File: config.mk
export PLATFORM = sky130hd
export DESIGN_NAME = conv5x5_engine
export DESIGN_NICKNAME = d
export VERILOG_FILES = /design/src/rtl/conv5x5_engine.sv
export SDC_FILE = /design/constraint.sdc
export NUM_CORES = 1
export LEC_CHECK = 0
export BUFFER_PORTS_ARGS = -buffer_cell sky130_fd_sc_hd__buf_2
export CAP_MARGIN = 20
export CORE_UTILIZATION = 30
export CTS_CLUSTER_DIAMETER = 60
export DETAILED_ROUTE_END_ITERATION = 8
export HOLD_SLACK_MARGIN = 0.1
export MAX_ROUTING_LAYER = met4
export REMOVE_ABC_BUFFERS = 1
export SYNTH_ARGS = -nofsm -noshare
export SYNTH_HDL_FRONTEND = slang
export SYNTH_SLANG_ARGS = --single-unit
File: constraint.sdc
create_clock -name clk -period 17.9 [get_ports clk]
set_input_delay 0.895 -clock clk [delete_from_list [all_inputs] [get_ports clk]]
set_output_delay 0.895 -clock clk [all_outputs]
set_load 0.005 [all_outputs]
File: src/rtl/conv5x5_engine.sv
// 5x5 valid convolution of a 14x14 Q8.8 map into a 10x10 map.
// The output uses bias, truncation, saturation and ReLU; there is one multiply per cycle.
module conv5x5_engine #(
   parameter int DATA_WIDTH = 16,
   parameter int ACC_WIDTH  = 40,
   parameter int FRAC_BITS  = 8
) (
   input  logic                         clk,
   input  logic                         rst,
   input  logic                         start,
   output logic [7:0]                   fmap_addr,
   input  logic signed [DATA_WIDTH-1:0] fmap_dout,
   output logic [4:0]                   w_addr,
   input  logic signed [DATA_WIDTH-1:0] w_dout,
   input  logic signed [DATA_WIDTH-1:0] bias,
   output logic                         out_valid,
   output logic signed [DATA_WIDTH-1:0] out_data,
   output logic [6:0]                   out_addr,
   output logic                         busy,
   output logic                         done
);

   localparam int PROD_W = 2 * DATA_WIDTH;

   typedef enum logic [2:0] {IDLE, FETCH, WAIT, WRITE, DONE} state_t;

   state_t state, state_nxt;
   logic [2:0] kr, kc, kr_n, kc_n;
   logic [3:0] ox, oy, ox_n, oy_n;
   logic       wcnt, wcnt_n;

   logic                         vld_p1, vld_p2;
   logic signed [PROD_W-1:0]     prod_p1;
   logic signed [ACC_WIDTH-1:0]  acc_p2, acc_sum, prod_ext, bias_ext;

   function automatic logic [7:0] tap_faddr(input logic [3:0] py, input logic [3:0] px,
                                            input logic [2:0] ty, input logic [2:0] tx);
      return ({4'd0, py} + {5'd0, ty}) * 8'd14 + {4'd0, px} + {5'd0, tx};
   endfunction

   function automatic logic [4:0] tap_waddr(input logic [2:0] ty, input logic [2:0] tx);
      return {2'd0, ty} * 5'd5 + {2'd0, tx};
   endfunction

   // Truncating shift back to Q8.8, clamp to the word range, then ReLU.
   function automatic logic signed [DATA_WIDTH-1:0] sat_relu(input logic signed [ACC_WIDTH-1:0] a);
      logic signed [ACC_WIDTH-1:0] s;
      logic signed [ACC_WIDTH-1:0] smax;
      s    = a >>> FRAC_BITS;
      smax = {{(ACC_WIDTH-DATA_WIDTH+1){1'b0}}, {(DATA_WIDTH-1){1'b1}}};
      if (s[ACC_WIDTH-1])
         return '0;
      else if (s > smax)
         return {1'b0, {(DATA_WIDTH-1){1'b1}}};
      else
         return s[DATA_WIDTH-1:0];
   endfunction

   assign bias_ext = {{(ACC_WIDTH-DATA_WIDTH){bias[DATA_WIDTH-1]}}, bias};
   assign prod_ext = {{(ACC_WIDTH-PROD_W){prod_p1[PROD_W-1]}}, prod_p1};
   assign acc_sum  = acc_p2 + prod_ext;
   assign busy     = (state != IDLE);
   assign done     = (state == DONE);

   always_comb begin
      state_nxt = state;
      kr_n      = kr;
      kc_n      = kc;
      ox_n      = ox;
      oy_n      = oy;
      wcnt_n    = 1'b0;
      case (state)
         IDLE: begin
            if (start) begin
               state_nxt = FETCH;
               kr_n = 3'd0;
               kc_n = 3'd0;
               ox_n = 4'd0;
               oy_n = 4'd0;
            end
         end
         FETCH: begin
            if (kr == 3'd4 && kc == 3'd4) begin
               state_nxt = WAIT;
            end else if (kc == 3'd4) begin
               kr_n = kr + 3'd1;
               kc_n = 3'd0;
            end else begin
               kc_n = kc + 3'd1;
            end
         end
         WAIT: begin
            wcnt_n = ~wcnt;
            if (wcnt) begin
               state_nxt = WRITE;
               wcnt_n    = 1'b0;
            end
         end
         WRITE: begin
            kr_n = 3'd0;
            kc_n = 3'd0;
            if (ox == 4'd9 && oy == 4'd9) begin
               state_nxt = DONE;
            end else begin
               state_nxt = FETCH;
               if (ox == 4'd9) begin
                  ox_n = 4'd0;
                  oy_n = oy + 4'd1;
               end else begin
                  ox_n = ox + 4'd1;
               end
            end
         end
         DONE:    state_nxt = IDLE;
         default: state_nxt = IDLE;
      endcase
   end

   // p0: addresses are registered from next-state counters, so they line up with FETCH.
   always_ff @(posedge clk) begin
      if (rst) begin
         state     <= IDLE;
         kr        <= 3'd0;
         kc        <= 3'd0;
         ox        <= 4'd0;
         oy        <= 4'd0;
         wcnt      <= 1'b0;
         fmap_addr <= 8'd0;
         w_addr    <= 5'd0;
         vld_p1    <= 1'b0;
         vld_p2    <= 1'b0;
         out_valid <= 1'b0;
         out_addr  <= 7'd0;
         out_data  <= '0;
         acc_p2    <= '0;
      end else begin
         state     <= state_nxt;
         kr        <= kr_n;
         kc        <= kc_n;
         ox        <= ox_n;
         oy        <= oy_n;
         wcnt      <= wcnt_n;
         fmap_addr <= (state_nxt == FETCH) ? tap_faddr(oy_n, ox_n, kr_n, kc_n) : 8'd0;
         w_addr    <= (state_nxt == FETCH) ? tap_waddr(kr_n, kc_n) : 5'd0;
         vld_p1    <= (state == FETCH);
         vld_p2    <= vld_p1;
         out_valid <= (state_nxt == WRITE);
         // p2: the final tap is folded in on the same edge that loads the result.
         if (state_nxt == FETCH && state != FETCH)
            acc_p2 <= bias_ext <<< FRAC_BITS;
         else if (vld_p2)
            acc_p2 <= acc_sum;
         if (state_nxt == WRITE) begin
            out_data <= sat_relu(acc_sum);
            out_addr <= {3'd0, oy} * 7'd10 + {3'd0, ox};
         end
      end
   end

   // p1: product of the returned map word and weight.
   always_ff @(posedge clk) begin
      prod_p1 <= fmap_dout * w_dout;
   end

endmodule

# Word level (Yosys, flattened, before mapping)
# Index checks and enable logic that the tools add are counted.
# op_classes
addsub	10
mul	4
magnitude_cmp	1
eq_ne	11
mux	25
n_bitwise	3
reduce_logical	9
# op_table
operator	n
$mux W40	2
$add A40 B32 Y40	1
$gt A32 B16 Y1 const B	1
$mul A16 B16 Y32	1
$mux W16	2
$mux W3	10
$mux W4	6
$pmux W3 S3	2
$pmux W4 S2	2
$pmux W3 S4	1
$eq A3 B2 Y1 const B	3
$eq A3 B3 Y1 const B	3
$add A4 B1 Y4 const B	2
$add A8 B3 Y8	1
$add A8 B4 Y8	1
$eq A4 B4 Y1 const B	2
$add A7 B4 Y7	1
$mul A5 B3 Y7 const B	1
$add A3 B1 Y3 const B	2
$eq A3 B1 Y1 const B	2
$mul A4 B3 Y6 const B	1
$add A4 B3 Y5	1
$add A5 B3 Y5	1
$mul A3 B3 Y5 const B	1
8 further kinds	13
# totals
register_bits	129
in_bits	51
out_inout_bits	39
wordCells	79

# Longest topological paths before layout
# Gate-level depths: netlist of run 1.
# depth
depth_word	8
depth_mapped	25
mapped_depth_nobuf	24

# Worst setup path before layout of run 1
# Ideal clock, no wire load.
# synth_timing
kind	input -> register
start	input port w_dout[7]
end	register prod_p1[28]
setup_ns	0.072
t_arrival_ns	6.728
setup_slack_ns	11.100
cell_stages	23
path_buffers	1
cell_sequence	clkbuf_1 > nand2_1 > fa_1 > inv_1 > fa_1 > inv_1 > fa_1 > inv_1 > fa_1 > fa_1 > inv_1 > fa_1 > inv_1 > ha_1 > o21a_1 > o21a_1 > o211ai_1 > a31oi_1 > o41ai_1 > o221ai_1 > a21o_1 > a21oi_1 > xnor2_1
# synth_via
elab_chain_len	1
# synth_rtl
item	line_no	text
from (decl)	14	input logic signed [DATA_WIDTH-1:0] w_dout,
$mul A16 B16 Y32	162	prod_p1 <= fmap_dout * w_dout;
to (signal assigned)	162	
to (decl)	33	logic signed [PROD_W-1:0] prod_p1;
# No other way between the ends.
# A chain may end at the register's enable or synchronous reset.

# Worst setup path after layout of run 1
# layout_timing
start	input port fmap_dout[5]
end	register prod_p1[28]
# layout_via
elab_chain_len	1
# layout_rtl
item	line_no	text
from (decl)	12	input logic signed [DATA_WIDTH-1:0] fmap_dout,
$mul A16 B16 Y32	162	
# No other way between the ends.

==> results.py, run 1 <==
metrics = {
    "critical_path": {
        "crit_arrival_ns": 7.26,
        "slowest_delay_ns": 0.82,
        "worstSetupPathType": "in2reg",
        "cp_max_fo": 16,
        "crit_chain": "buf_2, and2_1, fa_1, inv_1, fa_1, inv_1, fa_1, fa_1, fa_1, inv_1, fa_1, inv_1, ha_1, a21o_1, a21oi_1, nor2b_1, a31oi_1, o41ai_1, o221ai_1, a21o_1, a21oi_1, xnor2_1",
        "crit_path_start_kind": "primary input",
        "crit_family": "adder cells",
        "critPathBufInv": 5,
        "end_kind": "register",
        "cp.required_ns": 18.25,
        "cpMaxStageDelayCell": "o41ai_1",
        "cpMostUsedCell": "fa_1",
    },
    "clock_tree": {
        "cts_sinks": 129,
        "clk_latency_ns": 0.43,
        "cts_htree_levels": 4,
        "cts_tree": "done",
        "ctsHoldBuffers": 0,
        "clock_tree.root_cell": "clkbuf_16",
        "post_cts.repair.setup_buffers": 0,
        "post_cts_resized": 0,
        "path_clk_slew_ns": 0.06,
        "cts_buffers": 17,
        "clock_path_buffers": 2,
    },
    "die": {
        "die_y_um": 245,
        "coreArea_sq_um": 58000,
        "start_util": 0.305,
        "die_w_um": 245,
        "dieArea_sq_um": 59900,
        "ios": 90,
        "rows": 88,
    },
    "detailed_routing": {
        "viasPerCell": 4.80,
        "routedWlPerCell_um": 15.9,
        "drt_pass1_iterations": 5,
        "routed_wl_mm": 44.7,
        "drt_iter0_drc": 630,
        "drc": 0,
        "ant_nets": 0,
        "via_count": 13500,
    },
    "logic_synthesis": {
        "ys_warn_count": 0,
        "ys_types": 77,
        "synth_edf_count": 0,
        "synth_ff_type": "dfxtp_1",
        "synthCells": 1989,
        "yosysSeqAreaShare": 0.146,
        "syn_area_per_cell_sq_um": 8.89,
        "ys_seq_elements": 129,
        "async_reset_ff_frac": 0,
        "synth_area_sq_um": 17700,
    },
    "sta": {
        "rsz0062_at_grt": "no",
        "fin_crit_sh": 0.386,
        "tns_ns": 0,
        "fin_skew_ns": 0.00869,
        "max_freq_mhz": 145,
        "setup_viol": 0,
        "hold_violations": 0,
        "finalMaxSlewViolations": 0,
        "slew_headroom": 0.331,
        "tightest_slew_ns": 0.991,
        "fin_crit_ns": 6.91,
        "fin_ws_ns": 10.99,
    },
    "global_route": {
        "grt_pass1_wl_mm": 75.3,
        "grt_max_degree": 48,
        "grtUsageTotal": 0.160,
        "grt_pass1_vias": 14300,
        "grt_remaining_overflow": 0,
        "antenna_found_initial": 0,
    },
    "final_layout": {
        "finalNonFillerCells": 2811,
        "num-fill-cells": 5953,
        "area_delta_synth_final_pct": 10.7,
        "mostFrequentLayoutCell": "inv_1",
        "finalCoreUtilization": 0.338,
        "diodes": 0,
        "drive_above_1_share": 0.0748,
        "final_cell_mix": "inv_1, fa_1, nand2_1, ha_1, and2_1",
        "nNetsFinal": 2517,
    },
    "power": {
        "powerDensity_nw_per_um2": 217,
        "peakVddDrop_v": 0.000194,
        "power.leakage_nw": 9.45,
        "power_mw": 4.26,
    },
    "place": {
        "hpwl_mm": 36.6,
        "io_buffers": 89,
        "place.gp.congestion": 0.910,
        "place_ws_ns": 10.54,
        "post-place-cells": 2778,
    },
    "hold_path": {
        "hp-class": "reg2reg",
    },
    "flow_run": {
        "cap_violations": 0,
    },
    "status": {
        "outcome": "complete, no violations",
    },
}
-- state kept, by name (all words and copies together), names as in the netlist --
signal and count:
wcnt 1, kr 3, vld_p2 1, state 3, oy 4, prod_p1 32, out_valid 1, acc_p2 40
w_addr 5, fmap_addr 8, out_addr 7, ox 4, out_data 16, kc 3, vld_p1 1
-- final timing paths --
| check | from | endpoint | slack, ns | cells past startpoint |
|---|---|---|---|---|
| hold reg to reg | vld_p1$_SDFF_PP0_ | vld_p2$_SDFF_PP0_ | 0.44 | 1 |
| hold / removal | vld_p1$_SDFF_PP0_ | vld_p2$_SDFF_PP0_ | 0.44 | 1 |
| setup / recovery | fmap_dout[5] | prod_p1[28]$_DFF_P_ | 10.99 | 22 |
| setup reg to reg | state[1]$_SDFF_PP0_ | fmap_addr[6]$_SDFF_PP0_ | 12.79 | 17 |
-- area by class of cell --
cell class	count	area [sq um]	area share
well taps	765	957	0.0489
flip-flops and latches	129	2580	0.132
inverters	370	1390	0.0709
clock buffers	17	425	0.0217
multi-input cells	1420	13500	0.687
repair buffers	95	494	0.0252
clock inverters	15	280	0.0143
-- where the power goes --
part	switching, mW	internal (mW)
combinational	1.92	1.50
clock	0.144	0.278
sequential	0.0312	0.391
total	2.09	2.17
-- Yosys cell counts, types with 30 or more instances --
cell | count | area [sq um]
xnor2_1 | 52 | 455
nor2_1 | 117 | 439
fa_1 | 275 | 5510
mux2i_1 | 30 | 300
inv_1 | 370 | 1390
a21oi_1 | 91 | 455
o21ai_0 | 48 | 240
dfxtp_1 | 129 | 2580
nand2_1 | 172 | 646
ha_1 | 158 | 1980
a21o_1 | 40 | 300
and2_1 | 136 | 851
clkbuf_1 | 64 | 240
-- logic make-up (layout without fill, tap and decap cells) --
kind of cell	count (synthesis)	count (layout)	synth area share
adders and majority gates	433	433	0.423
DFF	129	129	0.146
xor gates and xnor gates	80	80	0.0396
and+or+nand+nor	560	560	0.158
muxes	32	32	0.0189
AOI/OAI and AO/OA	315	315	0.120
buffers and inverters	440	497	0.0941
-- metal layers --
metal / share of wire / routed length (um) / track usage
met1: 0.45 / 20100 / 0.203
met3: 0.043 / 1910 / 0.0219
met2: 0.48 / 21500 / 0.265
met5: 0 / 0 / -
met4: 0.027 / 1220 / 0.0487
-- per-stage QoR --
stage	hold WS (ns)	cell area (sq um)
2_1_floorplan	0.408	17400
3_3_place_gp	0.429	18900
3_5_place_dp	0.427	18900
4_1_cts	0.444	19600
5_1_grt	0.454	19600
6_report	0.442	19600
Power figures use the tool's default switching activity.
==> run 2: changes to the inputs <==
ABC_AREA = 1   (was not set)
clock period = 6.2 ns   (was 17.9 ns; I/O delays follow)
==> run 2 against run 1 <==
Compared with the run above: first-iteration DRC count up 35%; via count up 15%; utilization up 0.15 points; sequential share of layout area down 0.92 points; synthesized area up 7.0%; worst hold slack worse by 0.26 ns; setup slack worse by 10 ns; global-route usage up 0.34 points; die area up 6.9%; sequential cell count unchanged; critical path depth unchanged; register-to-register slack worse by 11 ns; critical path type unchanged; largest cell class unchanged; highest routed layer unchanged.
==> results.py, run 2 <==
metrics = {
    "status": {
        "outcome": "complete, no violations",
    },
    "final_layout": {
        "diodes": 0,
        "seqCellArea_sq_um": 2580,
        "nNetsFinal": 3148,
        "area_delta_synth_final_pct": 11.2,
        "multiInputGateArea_sq_um": 13400,
        "finalNonFillerCells": 3514,
        "largest_reg_flops": 40,
        "top_regs": "acc_p2: 40 flops, prod_p1: 32 flops, out_data: 16 flops",
        "top_register": "acc_p2",
        "num-fill-cells": 6728,
        "mostFrequentLayoutCell": "nand2_1",
        "drive_above_1_share": 0.0844,
        "final_cell_mix": "nand2_1, inv_1, fa_1, ha_1, dfxtp_1",
    },
    "place": {
        "io_buffers": 89,
        "place.gp.congestion": 0.961,
        "post-place-cells": 3482,
        "hpwl_mm": 40.5,
    },
    "detailed_routing": {
        "drc": 0,
        "viasPerCell": 4.40,
        "drt_pass1_iterations": 5,
        "via_count": 15500,
        "drt_iter0_drc": 849,
        "ant_nets": 0,
        "routedWlPerCell_um": 13.7,
        "routed_wl_mm": 48.1,
    },
    "global_route": {
        "grtUsageTotal": 0.164,
        "grt_remaining_overflow": 0,
        "grt_pass1_wl_mm": 80.4,
        "grt_max_degree": 59,
        "grt_util_met3": 0.0220,
        "use_met2": 0.270,
        "grt_most_used_layer": "met2",
        "antenna_found_initial": 0,
        "grt_use_met1": 0.208,
        "grt_pass1_vias": 15800,
    },
    "flow_run": {
        "cap_violations": 0,
    },
    "critical_path": {
        "worstSetupPathType": "in2reg",
        "cp.required_ns": 6.56,
        "crit_path_start_kind": "primary input",
        "crit_arrival_ns": 5.97,
        "r2r_slack_ns": 1.38,
        "cp_max_fo": 16,
        "end_kind": "register",
    },
    "hold_path": {
        "hp-class": "in2reg",
    },
    "clock_tree": {
        "ctsHoldBuffers": 0,
        "clock_path_buffers": 2,
        "post_cts_resized": 0,
        "path_clk_slew_ns": 0.06,
        "clock_tree.root_cell": "clkbuf_16",
        "cts_buffers": 17,
        "clk_latency_ns": 0.44,
        "cts_sinks": 129,
        "cts_htree_levels": 4,
        "post_cts.repair.setup_buffers": 0,
        "cts_tree": "done",
    },
    "logic_synthesis": {
        "async_reset_ff_frac": 0,
        "synth_ff_type": "dfxtp_1",
        "ys_seq_elements": 129,
        "syn_area_per_cell_sq_um": 7.28,
        "synth_area_sq_um": 18900,
        "yosysSeqAreaShare": 0.136,
        "ys_warn_count": 0,
        "synth_edf_count": 0,
        "ys_types": 52,
        "netlist.area_leader.share": 0.291,
        "synth_most_common_cell": "nand2_1",
        "synth_commonest_cells": "nand2_1, inv_1, fa_1",
        "yosys.area.top_type": "fa_1",
        "synth_area_leaders": "fa_1, nand2_1, dfxtp_1",
        "synthCells": 2601,
    },
    "sta": {
        "fin_skew_ns": 0.0104,
        "fin_crit_sh": 0.905,
        "tightest_slew_ns": 0.843,
        "slew_headroom": 0.438,
        "fin_crit_ns": 5.61,
        "rsz0062_at_grt": "no",
        "hold_violations": 0,
        "max_freq_mhz": 178,
        "finalMaxSlewViolations": 0,
        "setup_viol": 0,
        "tns_ns": 0,
    },
    "die": {
        "rows": 91,
        "die_y_um": 253,
        "dieArea_sq_um": 64100,
        "die_w_um": 253,
        "coreArea_sq_um": 62100,
        "start_util": 0.305,
        "ios": 90,
    },
}
run 2: through the flow:
step                hold slack [ns]  area [sq um]  setup WS, ns  utilization
floorplan                     0.372         18600         0.845            -
global placement              0.414         20300         0.280        0.328
detailed placement            0.412         20300         0.188        0.328
CTS                           0.155         21000         0.645        0.339
global route                  0.189         21000         0.288        0.339
finish                        0.179         21000         0.592        0.339
run 2: path summary, 6_finish.rpt:
path / start / endpoint / cells past startpoint
worst min register to register: wcnt$_SDFF_PP0_ / wcnt$_SDFF_PP0_ / 1
worst min-delay path: bias[1] / acc_p2[9]$_SDFFE_PP0P_ / 3
worst max register to register: state[1]$_SDFF_PP0_ / fmap_addr[6]$_SDFF_PP0_ / 21
worst max-delay path: w_dout[3] / prod_p1[29]$_DFF_P_ / 22
run 2: routing by layer:
| metal | routed length [um] | vias to the layer above |
|---|---|---|
| li1 | - | 7740 |
| met1 | 22000 | 7325 |
| met2 | 22500 | 334 |
| met3 | 2440 | 68 |
| met4 | 1180 | 0 |
| met5 | 0 | - |
run 2: area by class of cell:
type / instances / area share
multi-input combinational: 1704 / 0.639
inverter: 691 / 0.123
sequential: 129 / 0.123
tap: 837 / 0.0498
timing repair buffer: 121 / 0.0326
clock buffer: 20 / 0.0222
clock inverter: 12 / 0.0108
run 2: worst max-delay path, cell delays in order:
cell and delay (ns):
buf_2 0.32, nand2_1 0.14, fa_1 0.56, fa_1 0.44, fa_1 0.52, inv_1 0.05
fa_1 0.48, fa_1 0.55, inv_1 0.05, fa_1 0.53, inv_1 0.04, ha_1 0.35
a21oi_1 0.20, nor2_1 0.06, a211oi_1 0.25, o21ai_0 0.12, a21oi_1 0.26, o21ai_0 0.22
nand3b_1 0.13, nand2_1 0.08, a21oi_1 0.16, xor2_1 0.16
run 2: logic make-up after synthesis:
logic type | count (synthesis) | share of synthesized area
fa+ha+maj | 433 | 0.395
compound gates | 218 | 0.0659
flops | 129 | 0.136
buf+inv | 768 | 0.154
simple gates | 974 | 0.212
xor+xnor | 79 | 0.0370
Power of run 2 is not shown: default switching activity piles up to over one toggle a cycle in this logic, so the estimate is an artifact.
==> run 3: changes to the inputs <==
--- a/config.mk
+++ b/config.mk
@@ -13,2 +13,3 @@
 export DETAILED_ROUTE_END_ITERATION = 8
+export GPL_ROUTABILITY_DRIVEN = 1
 export HOLD_SLACK_MARGIN = 0.1
@@ -19 +20,2 @@
 export SYNTH_SLANG_ARGS = --single-unit
+export TNS_END_PERCENT = 50
==> constraint.sdc (replaced) <==
create_clock -name clk -period 6.2 [get_ports clk]
set_input_delay 1.24 -clock clk [delete_from_list [all_inputs] [get_ports clk]]
set_output_delay 1.24 -clock clk [all_outputs]
set_load 0.005 [all_outputs]
==> run 3 against run 2 <==
Compared with the run above: cell area is 6.6% higher; first-iteration DRC count is 8.0% lower; count of clock-buffer cells in the layout is 3 lower; sequential cell count stayed put; utilization is 2.2 points higher; fmax is 7.1% lower; global-route usage is 0.068 points lower; critical path type unchanged; critical endpoint is now prod_p1[31]$_DFF_P_.
==> results.py, run 3 (same netlist as run 2, synthesis figures left out) <==
metrics = {
    "critical_path": {
        "cp-startpoint": "fmap_dout[15]",
        "worstSetupPathType": "in2reg",
        "crit_arrival_ns": 6.40,
        "cpMostUsedCell": "fa_1",
        "slowest_delay_ns": 0.55,
        "cp.required_ns": 6.56,
        "crit_path_start_kind": "primary input",
        "r2r.worst_path.cells": 21,
        "cpMaxStageDelayCell": "fa_1",
        "end_kind": "register",
        "reg2reg_to": "fmap_addr[6]$_SDFF_PP0_",
        "crit_chain": "clkbuf_4, buf_4, nand2_1, inv_1, fa_1, buf_4, fa_2, buf_12, fa_1, fa_1, fa_1, inv_1, fa_1, inv_1, ha_1, a21oi_2, o21ai_1, nand2_1, o311ai_0, a31oi_1, xor2_1",
        "endpoint": "prod_p1[31]$_DFF_P_",
        "timing.rr.start": "state[1]$_SDFF_PP0_",
        "cp_max_fo": 6,
        "r2r_slack_ns": 1.31,
    },
    "sta": {
        "slew_headroom": 0.426,
        "finalMaxSlewViolations": 0,
        "hold_violations": 0,
        "max_freq_mhz": 166,
        "setup_viol": 0,
        "fin_skew_ns": 0.0156,
        "tightest_slew_ns": 0.860,
        "tns_ns": 0,
        "fin_crit_ns": 6.04,
        "fin_crit_sh": 0.974,
    },
    "place": {
        "hpwl_mm": 41.7,
        "place.gp.congestion": 0.944,
        "io_buffers": 89,
    },
    "die": {
        "coreArea_sq_um": 62100,
        "dieArea_sq_um": 64100,
        "rows": 91,
        "start_util": 0.305,
        "die_y_um": 253,
        "ios": 90,
        "die_w_um": 253,
    },
    "clock_tree": {
        "cts_buffers": 17,
        "ctsHoldBuffers": 0,
        "clock_tree.root_cell": "clkbuf_16",
        "cts_htree_levels": 4,
        "cts_tree": "done",
        "cts_sinks": 129,
        "clk_latency_ns": 0.44,
        "clock_path_buffers": 2,
        "path_clk_slew_ns": 0.06,
    },
    "detailed_routing": {
        "viasPerCell": 4.34,
        "routedWlPerCell_um": 13.3,
        "drt_iter0_drc": 781,
        "drt_pass1_iterations": 7,
        "routed_wl_mm": 48.5,
        "ant_nets": 0,
        "via_count": 15900,
        "drc": 0,
    },
    "global_route": {
        "grt_remaining_overflow": 0,
        "antenna_found_initial": 1,
        "grtUsageTotal": 0.163,
        "grt_pass1_wl_mm": 81.7,
        "grt_pass1_vias": 16300,
        "grt_max_degree": 59,
    },
    "status": {
        "outcome": "complete, no violations",
    },
    "final_layout": {
        "area_delta_synth_final_pct": 18.5,
        "drive_above_1_share": 0.151,
        "final_cell_mix": "nand2_1, inv_1, fa_1, buf_4, ha_1",
        "top_register": "acc_p2",
        "nNetsFinal": 3289,
        "mostFrequentLayoutCell": "nand2_1",
        "largest_reg_flops": 40,
        "top_regs": "acc_p2: 40 flops, prod_p1: 32 flops, out_data: 16 flops",
    },
    "hold_path": {
        "min_from": "vld_p1$_SDFF_PP0_",
        "hp-class": "reg2reg",
    },
    "flow_run": {
        "cap_violations": 0,
    },
}
[run 3: cell types whose count changed in the layout (fill, tap and decap cells not counted), sizes merged]
cell / change
buf: +132
bufinv: -6
clkbuf: +6
diode: +1
inv: +9
[run 3: worst min path at each step]
stage	endpoint	slack [ns]	cells after the start
after floorplan	vld_p2$_SDFF_PP0_	0.39	2
after global placement	vld_p2$_SDFF_PP0_	0.40	2
after detailed placement	vld_p2$_SDFF_PP0_	0.41	2
after CTS	vld_p2$_SDFF_PP0_	0.42	2
after global routing	vld_p2$_SDFF_PP0_	0.44	2
final	vld_p2$_SDFF_PP0_	0.42	2
[run 3: layout make-up]
| type | count | area [sq um] |
|---|---|---|
| multi-input combinational | 1704 | 13800 |
| sequential | 129 | 2580 |
| tap | 837 | 1050 |
| inverter | 691 | 2590 |
| clock buffer | 17 | 425 |
| timing repair buffer | 262 | 1860 |
| fill | 6566 | 39600 |
| antenna | 1 | 2.50 |
| clock inverter | 15 | 139 |
[run 3: metrics by stage]
step	std cells	hold slack (ns)	setup WS, ns	util	area, sq um
after floorplan	2524	0.388	-0.0849	-	18600
after global placement	3617	0.403	-0.458	0.345	21400
after detailed placement	3617	0.411	-0.496	0.345	21400
after CTS	3649	0.420	0.0178	0.354	22000
after global routing	3656	0.440	-0.0183	0.361	22400
final	3656	0.416	0.160	0.361	22400
[run 3: per-layer routing]
metal | track usage | wire length [um]
met5 | - | 0
met3 | 0.0121 | 1450
met2 | 0.274 | 22900
met1 | 0.214 | 23300
met4 | 0.0360 | 799
[run 3: critical path: cells and delay by family]
| kind | cells | cell delay [ns] |
|---|---|---|
| xor+xnor | 1 | 0.14 |
| simple gates | 2 | 0.12 |
| fa+ha+maj | 7 | 3.43 |
| compound gates | 4 | 0.64 |
| buf+inv | 7 | 0.82 |
[run 3: repair_timing]
| item | 4_1_cts | 5_1_grt |
|---|---|---|
| resized for setup | 2 | 94 |
| setup buffers | 0 | 6 |
| pin swaps | 0 | 48 |
| endpoints found under the setup margin | 7 | 12 |
Power of run 3 is left out for the same reason.
